File: config.mk
export PLATFORM = sky130hd
export DESIGN_NAME = instr_mem_loader
export DESIGN_NICKNAME = d
export VERILOG_FILES = /design/src/rtl/instr_mem_loader.sv
export SDC_FILE = /design/constraint.sdc
export NUM_CORES = 1
export LEC_CHECK = 0
export ABC_AREA = 0
export CORE_MARGIN = 4
export CORE_UTILIZATION = 35
export CTS_CLUSTER_SIZE = 8
export DETAILED_ROUTE_END_ITERATION = 16
export HOLD_SLACK_MARGIN = 0.05
export PLACE_DENSITY = 0.62
export SYNTH_ARGS = -nofsm -noshare
export SYNTH_HDL_FRONTEND = slang
export SYNTH_SLANG_ARGS = --single-unit
File: constraint.sdc
create_clock -name clk -period 1.9 [get_ports clk]
set_input_delay 0.38 -clock clk [delete_from_list [all_inputs] [get_ports clk]]
set_output_delay 0.38 -clock clk [all_outputs]
set_load 0.005 [all_outputs]
File: src/rtl/instr_mem_loader.sv
// Boot loader for the instruction memory: assembles a length-prefixed, XOR-checksummed
// byte stream into 32-bit words and holds the core in reset until a good image is loaded.
//
// state  | meaning
// -------+---------------------------------------------------------------
// IDLE   | post-reset, waiting for start, core held
// LEN_LO | waiting for word-count low byte
// LEN_HI | waiting for word-count high byte, length is judged here
// DATA   | collecting the four little-endian bytes of the next word
// WRITE  | one-cycle memory write of the assembled word
// CHECK  | waiting for the checksum byte
// DONE   | image verified, core released
// ERROR  | bad length or checksum, core held
module instr_mem_loader #(
  parameter int ADDR_WIDTH = 8
) (
  input  logic                  clk,
  input  logic                  reset,
  input  logic                  start,
  input  logic                  byte_valid,
  input  logic [7:0]            byte_in,
  output logic                  byte_ready,
  output logic                  mem_we,
  output logic [ADDR_WIDTH-1:0] mem_addr,
  output logic [31:0]           mem_wdata,
  output logic                  core_hold,
  output logic                  busy,
  output logic                  done,
  output logic                  error,
  output logic [ADDR_WIDTH:0]   word_count
);

  localparam logic [2:0] IDLE   = 3'd0;
  localparam logic [2:0] LEN_LO = 3'd1;
  localparam logic [2:0] LEN_HI = 3'd2;
  localparam logic [2:0] DATA   = 3'd3;
  localparam logic [2:0] WRITE  = 3'd4;
  localparam logic [2:0] CHECK  = 3'd5;
  localparam logic [2:0] DONE   = 3'd6;
  localparam logic [2:0] ERROR  = 3'd7;

  localparam logic [16:0] CAP = 17'(1) << ADDR_WIDTH;

  logic [2:0]  state;
  logic [15:0] len;
  logic [1:0]  byte_idx;
  logic [7:0]  csum;
  logic        armed;
  logic        xfer;
  logic        start_ok;
  logic [15:0] n_full;
  logic [15:0] next_count;

  assign byte_ready = (state == LEN_LO) || (state == LEN_HI) ||
                      (state == DATA)   || (state == CHECK);
  assign mem_we     = (state == WRITE);
  assign busy       = !((state == IDLE) || (state == DONE) || (state == ERROR));
  assign done       = (state == DONE);
  assign error      = (state == ERROR);
  assign core_hold  = (state != DONE);

  assign xfer       = byte_valid & byte_ready;
  // armed blocks a start that coincides with the first edge after reset release
  assign start_ok   = start & armed;
  assign n_full     = {byte_in, len[7:0]};
  assign next_count = 16'(word_count) + 16'd1;

  always_ff @(posedge clk or negedge reset) begin
    if (!reset) begin
      state      <= IDLE;
      len        <= '0;
      byte_idx   <= '0;
      csum       <= '0;
      armed      <= 1'b0;
      mem_addr   <= '0;
      mem_wdata  <= '0;
      word_count <= '0;
    end else begin
      armed <= 1'b1;
      case (state)
        IDLE, DONE, ERROR: begin
          if (start_ok) begin
            state      <= LEN_LO;
            word_count <= '0;
            csum       <= '0;
            byte_idx   <= '0;
          end
        end
        LEN_LO: begin
          if (xfer) begin
            len[7:0] <= byte_in;
            state    <= LEN_HI;
          end
        end
        LEN_HI: begin
          if (xfer) begin
            len[15:8] <= byte_in;
            if ({1'b0, n_full} > CAP)
              state <= ERROR;
            else if (n_full == 16'd0)
              state <= CHECK;
            else
              state <= DATA;
          end
        end
        DATA: begin
          if (xfer) begin
            csum                            <= csum ^ byte_in;
            mem_wdata[{byte_idx, 3'b000} +: 8] <= byte_in;
            byte_idx                        <= byte_idx + 2'd1;
            if (byte_idx == 2'd3) begin
              state    <= WRITE;
              mem_addr <= word_count[ADDR_WIDTH-1:0];
            end
          end
        end
        WRITE: begin
          // word_count doubles as the write index; it reaches N only after the last write
          word_count <= word_count + {{ADDR_WIDTH{1'b0}}, 1'b1};
          state      <= (next_count == len) ? CHECK : DATA;
        end
        CHECK: begin
          if (xfer)
            state <= (byte_in == csum) ? DONE : ERROR;
        end
        default: state <= IDLE;
      endcase
    end
  end

endmodule
# After elaboration in Yosys (flattened, before gate mapping)
# Cells that the tools add are included.
dict set report word_totals {
  ff_bits 79
  n_memories 0
  output_inout_bits 55
  wordCells 74
  mem_bits_ro 0
  latch_bits 0
  ram_bits 0
}
dict set report classes {
  n_mux 20
  n_mul 0
  div_mod_pow 0
  shift 2
  order_cmp 1
  reduce_logical 18
  n_addsub 4
  n_bitwise 3
  n_eq_ne 17
}
# operator n
set ops {}
lappend ops {{bitwise mux 32 bit} 1}
lappend ops {{variable shift 8 x 7 -> 32 bit, first input constant} 1}
lappend ops {{variable part select 8 x 7 -> 32 bit} 1}
lappend ops {{2-to-1 mux 3 bit} 9}
lappend ops {{one-hot mux 3 bit (6 select lines)} 1}
lappend ops {{one-hot mux 9 bit (2 select lines)} 1}
lappend ops {{== test 10 x 16 -> 1 bit} 1}
lappend ops {{> comparator 16 x 9 -> 1 bit, second input constant} 1}
lappend ops {{logical NOT 16 bit} 1}
lappend ops {{2-to-1 mux 8 bit} 2}
lappend ops {{one-hot mux 8 bit (2 select lines)} 1}
lappend ops {{== test 3 bit, second input constant} 4}
lappend ops {{adder 9 x 1 -> 10 bit, second input constant} 1}
lappend ops {{!= test 2 bit, second input constant} 5}
lappend ops {{adder 9 x 1 -> 9 bit, second input constant} 1}
lappend ops {{2-to-1 mux 9 bit} 1}
lappend ops {{== test 8 bit} 1}
lappend ops {{AND reduction 2 bit} 4}
lappend ops {{bitwise XOR 8 bit} 1}
lappend ops {{negator 5 -> 7 bit} 1}
lappend ops {{== test 3 x 2 -> 1 bit, second input constant} 2}
lappend ops {{AND reduction 3 bit} 2}
lappend ops {{AND reduction 6 bit} 1}
lappend ops {{logical OR 1 bit} 5}
lappend ops {{13 further kinds} 16}

# Longest topological paths before layout
# Gate-level depths: netlist (run 1).
dict set report depth {
  word_depth 7
  depth_mapped 9
}

# Worst setup path after synthesis (run 1)
# No wires, ideal clock.
dict set report synth_timing {
  path_type {flip-flop to flip-flop}
  from {reg word_count[0]}
  to {reg state[2]}
  arrival_time_ns 1.735
  setup_time_ns 0.066
  path_stages_with_launch 7
  slack_ns 0.098
  path_buffers 0
  cell_sequence {dfrtp_1 ha_1 xnor2_1 nand4_1 a211o_1 nor4_2 a41o_1}
}
dict set report synth_via {
  elab_chain_cells 4
}
# item line
set synth_rtl {}
lappend synth_rtl {{start: declaration} 30} ;# output logic [ADDR_WIDTH:0] word_count
lappend synth_rtl {{start signal: assignment} 119} ;# word_count <= word_count + {{ADDR_WIDTH{1'b0}}, 1'b1};
lappend synth_rtl {{adder 9 x 1 -> 10 bit} 66} ;# assign next_count = 16'(word_count) + 16'd1;
lappend synth_rtl {{== test 10 x 16 -> 1 bit} 120} ;# state <= (next_count == len) ? CHECK : DATA;
lappend synth_rtl {{2-to-1 mux 3 bit} 120}
lappend synth_rtl {{one-hot mux 3 bit (6 select lines)} 80} ;# case (state)
lappend synth_rtl {{end signal: assignment} 120}
lappend synth_rtl {{end signal: assignment} 124} ;# state <= (byte_in == csum) ? DONE : ERROR;
lappend synth_rtl {{end: declaration} 44} ;# logic [2:0] state;
# Every way passes these cells.
# A chain may end at the register's enable or synchronous reset.

# Worst setup path in the final report (run 1)
dict set report layout_timing {
  from {reg word_count[1]}
  to {reg state[2]}
}
# The elaborated chain is that of the path after synthesis.

==> impl_results.md, run 1 <==
* Die H at 114 um
* CTS max path bufs at 2
* Yosys top cell by area: dfrtp_1
* #FFs+latches synth at 79
* Internal at 4.46 mW
* Setup CP Type: reg -> reg
* Drt total wl at 10500 um
* Outcome: complete, no violations
* Crit path largest cell delay at 400 ps
* Fin worst setup slack at 45.7 ps
* Peak VDD IR at 0.416 mV
* Fill cells at 1025
* Sw Share at 0.337
* Share of the synthesized area in the top cell type at 0.499
* Critical path required time at 2170 ps
* CTS Sinks at 79
* Cell Area, Placed at 0.00510 mm2
* Core footprint at 0.0109 mm2
* # diodes at 0
* CTS tree: done
* Layout cell share with drive strength beyond 1 at 0.229
* Max Slew Vio Count at 0
* Dpl hpwl at 7570 um
* Vias at 3388
* Initial DRC Count at 170
* Mapped Nets at 443
* Initial antenna violation count at 0
* Number of CTS-inserted buffers at 9
* Synth Flop Type: dfrtp_1
* Clk pin slew, worst setup/hold paths at 60 ps
* Combinational share of power at 0.394
* Routed Antenna Nets at 0
* MaxCap Viol Count at 0
* GP Congestion at 0.827
* Worst-Skew Late Latency at 330 ps
* Final setup fails at 0
* Leakage power at 2.40 nW
* EDFF count, synth at 0
* Avg WL per Cell at 15.5 um
* Mean Syn Cell Area at 9.36 um2
* CP startpoint kind: flip-flop
* Skew final at 7.61 ps
* Post-synthesis async set-or-reset flop share at 1.00
* Crit-path cells: buf_6 -> and3_4 -> xnor2_2 -> xnor2_1 -> a211o_1 -> nor4_4 -> a41o_1
* Min Tclk post-route at 1850 ps
* I/O Buffers at 66
* Die Width at 114 um
* Total grt overflow at 0
* Leading cell type in the layout, fill and taps excluded: nand2_1
* Clock root buffer: clkbuf_16
* Number of synthesis warnings at 0
* Switching power at 2.27 mW
* Tcrit/Tclk final at 0.976
* Final number of hold-violating endpoints at 0
* Worst Hold Class: reg -> reg
* Clock Power Share at 0.251
* Final #Nets at 553
* PD cells at 1220 mW/mm2
* Arrival time at the worst endpoint at 2120 ps
* Slowest-stage cell, CP: dfrtp_1
* Commonest non-fill, non-tap cells in the layout: nand2_1 (90), dfrtp_1 (74), clkdlybuf4s50_1 (59)
* Sequential Power Share at 0.355
* Distinct cells, synth at 47
* RSZ-0062 raised after global routing: yes
* F_max at 539 MHz
* DRC at 0
* Global-route wire length before repair at 17000 um
* Vias per std cell at 5.00
* Area Growth Syn to Fin at 39.7%
* GR Util All Layers at 0.166
* R2R Setup Slk at 50 ps
* Cell Area, Synth at 0.00396 mm2
* Synth Instances at 423
* H-tree levels at 3
* Starting Density at 0.362
* Vias in the first global route at 3303
* Io pins at 67
* Finished Cell Area at 0.00553 mm2
* Full die area at 0.0131 mm2
* Setup crit end kind: flip-flop
* Largest net degree at the start of global routing at 49
* Synth area leaders: dfrtp_1 (50%), nand2_1 (8.7%), o21ai_0 (8.6%)
* Place WS at -115 ps
* Rows at 38
* Worst-path fanout max at 5
* Drt pass-1 iters at 5
* Sequential fraction of the synthesis area at 0.499
[registers in the layout, indices dropped and copies added, names as in the netlist]
name	cells
byte_idx	2
csum	8
mem_wdata	32
word_count	9
armed	1
len	16
mem_addr	8
state	3
[layer usage]
| metal | global-route usage | share of wire | wire, um | vias up |
|---|---|---|---|---|
| met5 | 0 | 0 | 0 | - |
| met1 | 0.219 | 0.44 | 4620 | 1637 |
| met3 | 0.0301 | 0.037 | 383 | 12 |
| met4 | 0.0602 | 0.014 | 148 | 0 |
| met2 | 0.274 | 0.51 | 5330 | 66 |
| li1 | - | - | - | 1673 |
[area by class of cell]
type	instances	area [um2]	area share
Sequential cell	79	1980	0.358
Multi-Input combinational cell	307	1910	0.345
Timing Repair Buffer	123	1120	0.202
Clock buffer	14	284	0.0513
Tap cell	140	175	0.0317
Inverter	13	48.8	0.00882
Clock inverter	2	12.5	0.00226
[final timing paths]
| path | start | endpoint | cells past startpoint |
|---|---|---|---|
| setup reg to reg | word_count[1] | state[2] | 7 |
| setup / recovery | word_count[1] | state[2] | 7 |
| hold / removal | mem_wdata[6] | mem_wdata[6] | 2 |
| hold reg to reg | mem_wdata[6] | mem_wdata[6] | 2 |
| min in group asynchronous | reset | mem_wdata[8] | 2 |
| max in group asynchronous | reset | mem_addr[3] | 3 |
[repair_timing]
item,CTS,global route
gates resized for setup,11,36
endpoints found under the setup margin,6,32
hold buffers,1,0
buffers inserted,2,1
hold endpoints to repair,31,0
pin swaps,0,9
cloned,0,1
[kinds of logic (layout without fill, tap and decap cells)]
group,Yosys count,after routing,synth area share
other,1,1,0.000947
XOR/XNOR,12,12,0.0284
AND/OR/NAND/NOR,164,164,0.194
flip-flops,79,79,0.499
buffers and inverters,37,152,0.0395
adder cells (fa/ha/maj),8,8,0.0253
AO/OA/AOI/OAI,94,94,0.135
multiplexers,28,28,0.0783
[cells in the mapped netlist, types with 2 or more instances]
| library cell | n |
|---|---|
| nand2_1 | 92 |
| dfrtp_1 | 79 |
| o21ai_0 | 68 |
| mux2_2 | 24 |
| clkbuf_1 | 15 |
| nand2b_1 | 15 |
| inv_1 | 13 |
| nor2_1 | 13 |
| nand3_1 | 10 |
| ha_1 | 8 |
| xnor2_1 | 7 |
| buf_2 | 6 |
| and3_1 | 5 |
| nor3_1 | 5 |
| nor4_1 | 5 |
| o31ai_1 | 5 |
| mux2i_1 | 4 |
| nand4_1 | 4 |
| nor3b_1 | 4 |
| xor2_1 | 4 |
| a21oi_1 | 3 |
| nor2b_1 | 3 |
| o22ai_1 | 3 |
| a31oi_1 | 2 |
| clkbuf_2 | 2 |
| o211ai_1 | 2 |
| or3_1 | 2 |
[per-stage QoR]
step	hold slack [ps]	utilization	total power, mW	setup TNS (ps)	cells
after floorplan	84.4	-	3.76	0	423
after global placement	353	0.467	4.76	-493	657
after detailed placement	359	0.467	4.82	-1090	657
after CTS	485	0.497	6.56	-47.1	676
after global routing	503	0.506	7.18	-72.9	678
final	478	0.506	6.72	0	678
[power groups by stage]
stage                     Combinational (mW)  Clock, mW  Sequential (mW)
after floorplan                         1.40          0             2.35
after global placement                  2.38          0             2.38
after CTS                               2.47       1.72             2.37
after global routing                    2.94       1.80             2.45
after detailed placement                2.43          0             2.39
final                                   2.65       1.69             2.39
[critical path, delay by kind of cell, from the launching register on]
family,cells,cell delay (ps)
flops,1,400
simple gates,2,500
compound gates,2,490
buf+inv,1,140
xor+xnor,2,280
No activity file was read; power rests on OpenSTA's default activity.
==> run 2: changes to the inputs <==
--- a/config.mk
+++ b/config.mk
@@ -7,11 +7,11 @@
 export LEC_CHECK = 0
 export ABC_AREA = 0
 export CORE_MARGIN = 4
-export CORE_UTILIZATION = 35
+export CORE_UTILIZATION = 48
 export CTS_CLUSTER_SIZE = 8
 export DETAILED_ROUTE_END_ITERATION = 16
 export HOLD_SLACK_MARGIN = 0.05
-export PLACE_DENSITY = 0.62
+export PLACE_DENSITY = 0.79
 export SYNTH_ARGS = -nofsm -noshare
 export SYNTH_HDL_FRONTEND = slang
 export SYNTH_SLANG_ARGS = --single-unit
==> impl_results.md, run 2 (synthesized netlist as in run 1, its figures left out) <==
* Worst-Skew Late Latency at 350 ps (was 330 ps)
* Io pins at 67 (unchanged)
* Largest regs: mem_wdata: 32 flops, len: 16 flops, word_count: 9 flops (unchanged)
* Skew final at 9.21 ps (was 7.61 ps)
* CP startpoint kind: flip-flop (unchanged)
* Max Slew Vio Count at 0 (unchanged)
* Fill cells at 552 (was 1025)
* Global-route wire length before repair at 17400 um (was 17000 um)
* Final #Nets at 560 (was 553)
* Core footprint at 0.00789 mm2 (was 0.0109 mm2)
* GP Congestion at 0.824 (was 0.827)
* Routed Antenna Nets at 0 (unchanged)
* Finished Cell Area at 0.00548 mm2 (was 0.00553 mm2)
* Avg WL per Cell at 16.7 um (was 15.5 um)
* Final setup fails at 0 (unchanged)
* PD cells at 1220 mW/mm2 (about the same)
* Worst-path fanout max at 3 (was 5)
* Met2 GRT Util at 0.389 (was 0.274)
* Drt total wl at 10800 um (was 10500 um)
* CTS Sinks at 79 (unchanged)
* M3 GR Usage at 0.0432 (was 0.0301)
* Initial antenna violation count at 0 (unchanged)
* Full die area at 0.00977 mm2 (was 0.0131 mm2)
* Area Growth Syn to Fin at 38.3% (was 39.7%)
* Global routing usage on met1 at 0.277 (was 0.219)
* Cell total after placement at 618 (was 657)
* MaxCap Viol Count at 0 (unchanged)
* Starting Density at 0.502 (was 0.362)
* Worst Hold Class: in -> async (was reg -> reg)
* Arrival time at the worst endpoint at 1510 ps (was 2120 ps)
* Largest Register: mem_wdata (unchanged)
* Leakage power at 2.42 nW (was 2.40 nW)
* H-tree levels at 3 (unchanged)
* Rows at 32 (was 38)
* Setup TNS at 0 ps (unchanged)
* Critical path required time at 1520 ps (was 2170 ps)
* Place WS at -228 ps (was -115 ps)
* Commonest non-fill, non-tap cells in the layout: nand2_1 (89), dfrtp_1 (77), o21ai_0 (60) (was nand2_1 (90), dfrtp_1 (74), clkdlybuf4s50_1 (59))
* Crit-path cells: buf_4 -> nand2_1 -> or2_2 -> inv_1 -> dlygate4sd2_1 (was buf_6 -> and3_4 -> xnor2_2 -> xnor2_1 -> a211o_1 -> nor4_4 -> a41o_1)
* # diodes at 0 (unchanged)
* F_max at 528 MHz (was 539 MHz)
* Total power draw at 6.69 mW (was 6.72 mW)
* Setup CP Type: reg -> out (was reg -> reg)
* DRC at 0 (unchanged)
* Vias at 3572 (was 3388)
* Leading cell type in the layout, fill and taps excluded: nand2_1 (unchanged)
* Vias per std cell at 5.52 (was 5.00)
* Tcrit/Tclk final at 0.996 (was 0.976)
* Gr busiest metal: met2 (unchanged)
* Drt pass-1 iters at 6 (was 5)
* Clock root buffer: clkbuf_8 (was clkbuf_16)
* Finished Layout Cells at 647 (was 678)
* Final number of hold-violating endpoints at 0 (unchanged)
* Reg2reg start: word_count[1] (unchanged)
* Layout cell share with drive strength beyond 1 at 0.226 (was 0.229)
* Setup crit end kind: output port (was flip-flop)
* Crit path largest cell delay at 420 ps (was 400 ps)
* I/O Buffers at 66 (unchanged)
* Slowest-stage cell, CP: dfrtp_1 (unchanged)
* Cell Area, Placed at 0.00506 mm2 (was 0.00510 mm2)
* Number of CTS-inserted buffers at 9 (unchanged)
* Min Tclk post-route at 1890 ps (was 1850 ps)
* Fin worst setup slack at 6.89 ps (was 45.7 ps)
* Dpl hpwl at 7300 um (was 7570 um)
* RSZ-0062 raised after global routing: yes (unchanged)
* Crit path from: state[1] (was word_count[1])
* Clk pin slew, worst setup/hold paths at 80 ps (was 60 ps)
* CTS tree: done (unchanged)
* Largest net degree at the start of global routing at 43 (was 49)
* GR Util All Layers at 0.223 (was 0.166)
* Peak VDD IR at 0.614 mV (was 0.416 mV)
* Die H at 98.8 um (was 114 um)
* Vias in the first global route at 3608 (was 3303)
* Total grt overflow at 0 (unchanged)
* Die Width at 98.8 um (was 114 um)
* Outcome: complete, no violations (unchanged)
* Initial DRC Count at 274 (was 170)
* Largest register FFs at 32 (unchanged)
* CTS max path bufs at 2 (unchanged)
==> run 2: cell count changes in the layout (fill, tap and decap cells not counted), moves of 3 or more <==
cell and delta:
clkbuf_16 -9, clkbuf_8 +7, o21ai_2 -4, dfrtp_1 +3, dfrtp_2 -3, buf_4 +3
o21ai_0 +3
==> run 2: what timing repair did <==
item	CTS	global route
endpoints found under the hold margin	18	0
pin swaps	0	5
hold buffers	1	0
cloned	0	1
endpoints found under the setup margin	9	22
resized for setup	18	23
buffers inserted	6	5
==> run 2: worst paths after layout <==
check | end | slack, ps | cells after the start
max in group asynchronous | state[2] | 850 | 3
worst max-delay path | done | 7 | 5
min in group clk | mem_wdata[28] | 480 | 2
worst min-delay path | csum[0] | 470 | 2
worst min register to register | mem_wdata[28] | 480 | 2
worst max register to register | state[2] | 20 | 7
==> run 2: layout make-up <==
| cell class | count | area, um2 | area share |
|---|---|---|---|
| flip-flops and latches | 79 | 1980 | 0.361 |
| clock buffers | 11 | 151 | 0.0276 |
| clock inverters | 5 | 78.8 | 0.0144 |
| inverters | 13 | 48.8 | 0.00891 |
| multi-input cells | 307 | 1910 | 0.348 |
| well taps | 102 | 128 | 0.0233 |
| repair buffers | 130 | 1190 | 0.216 |
==> run 2: metrics by stage <==
stage,util,hold WS (ps)
floorplan,-,84.4
global placement,0.641,275
detailed placement,0.641,279
CTS,0.683,440
global route,0.695,491
finish,0.695,470
==> run 2: per-layer routing <==
layer / up-vias / routed length, um
met3: 20 / 586
met5: - / 0
met2: 126 / 5610
met4: 0 / 224
li1: 1687 / -
met1: 1739 / 4380
==> run 2: power by group <==
group          internal [mW]  total (mW)  switching, mW
sequential              2.06        2.39          0.327
clock                  0.812        1.44          0.625
combinational           1.46        2.86           1.40
==> run 2: worst max-delay path: cells and delay by family (launching register included) <==
kind	cells	cell delay [ps]
buf+inv	3	420
simple gates	2	330
flops	1	420
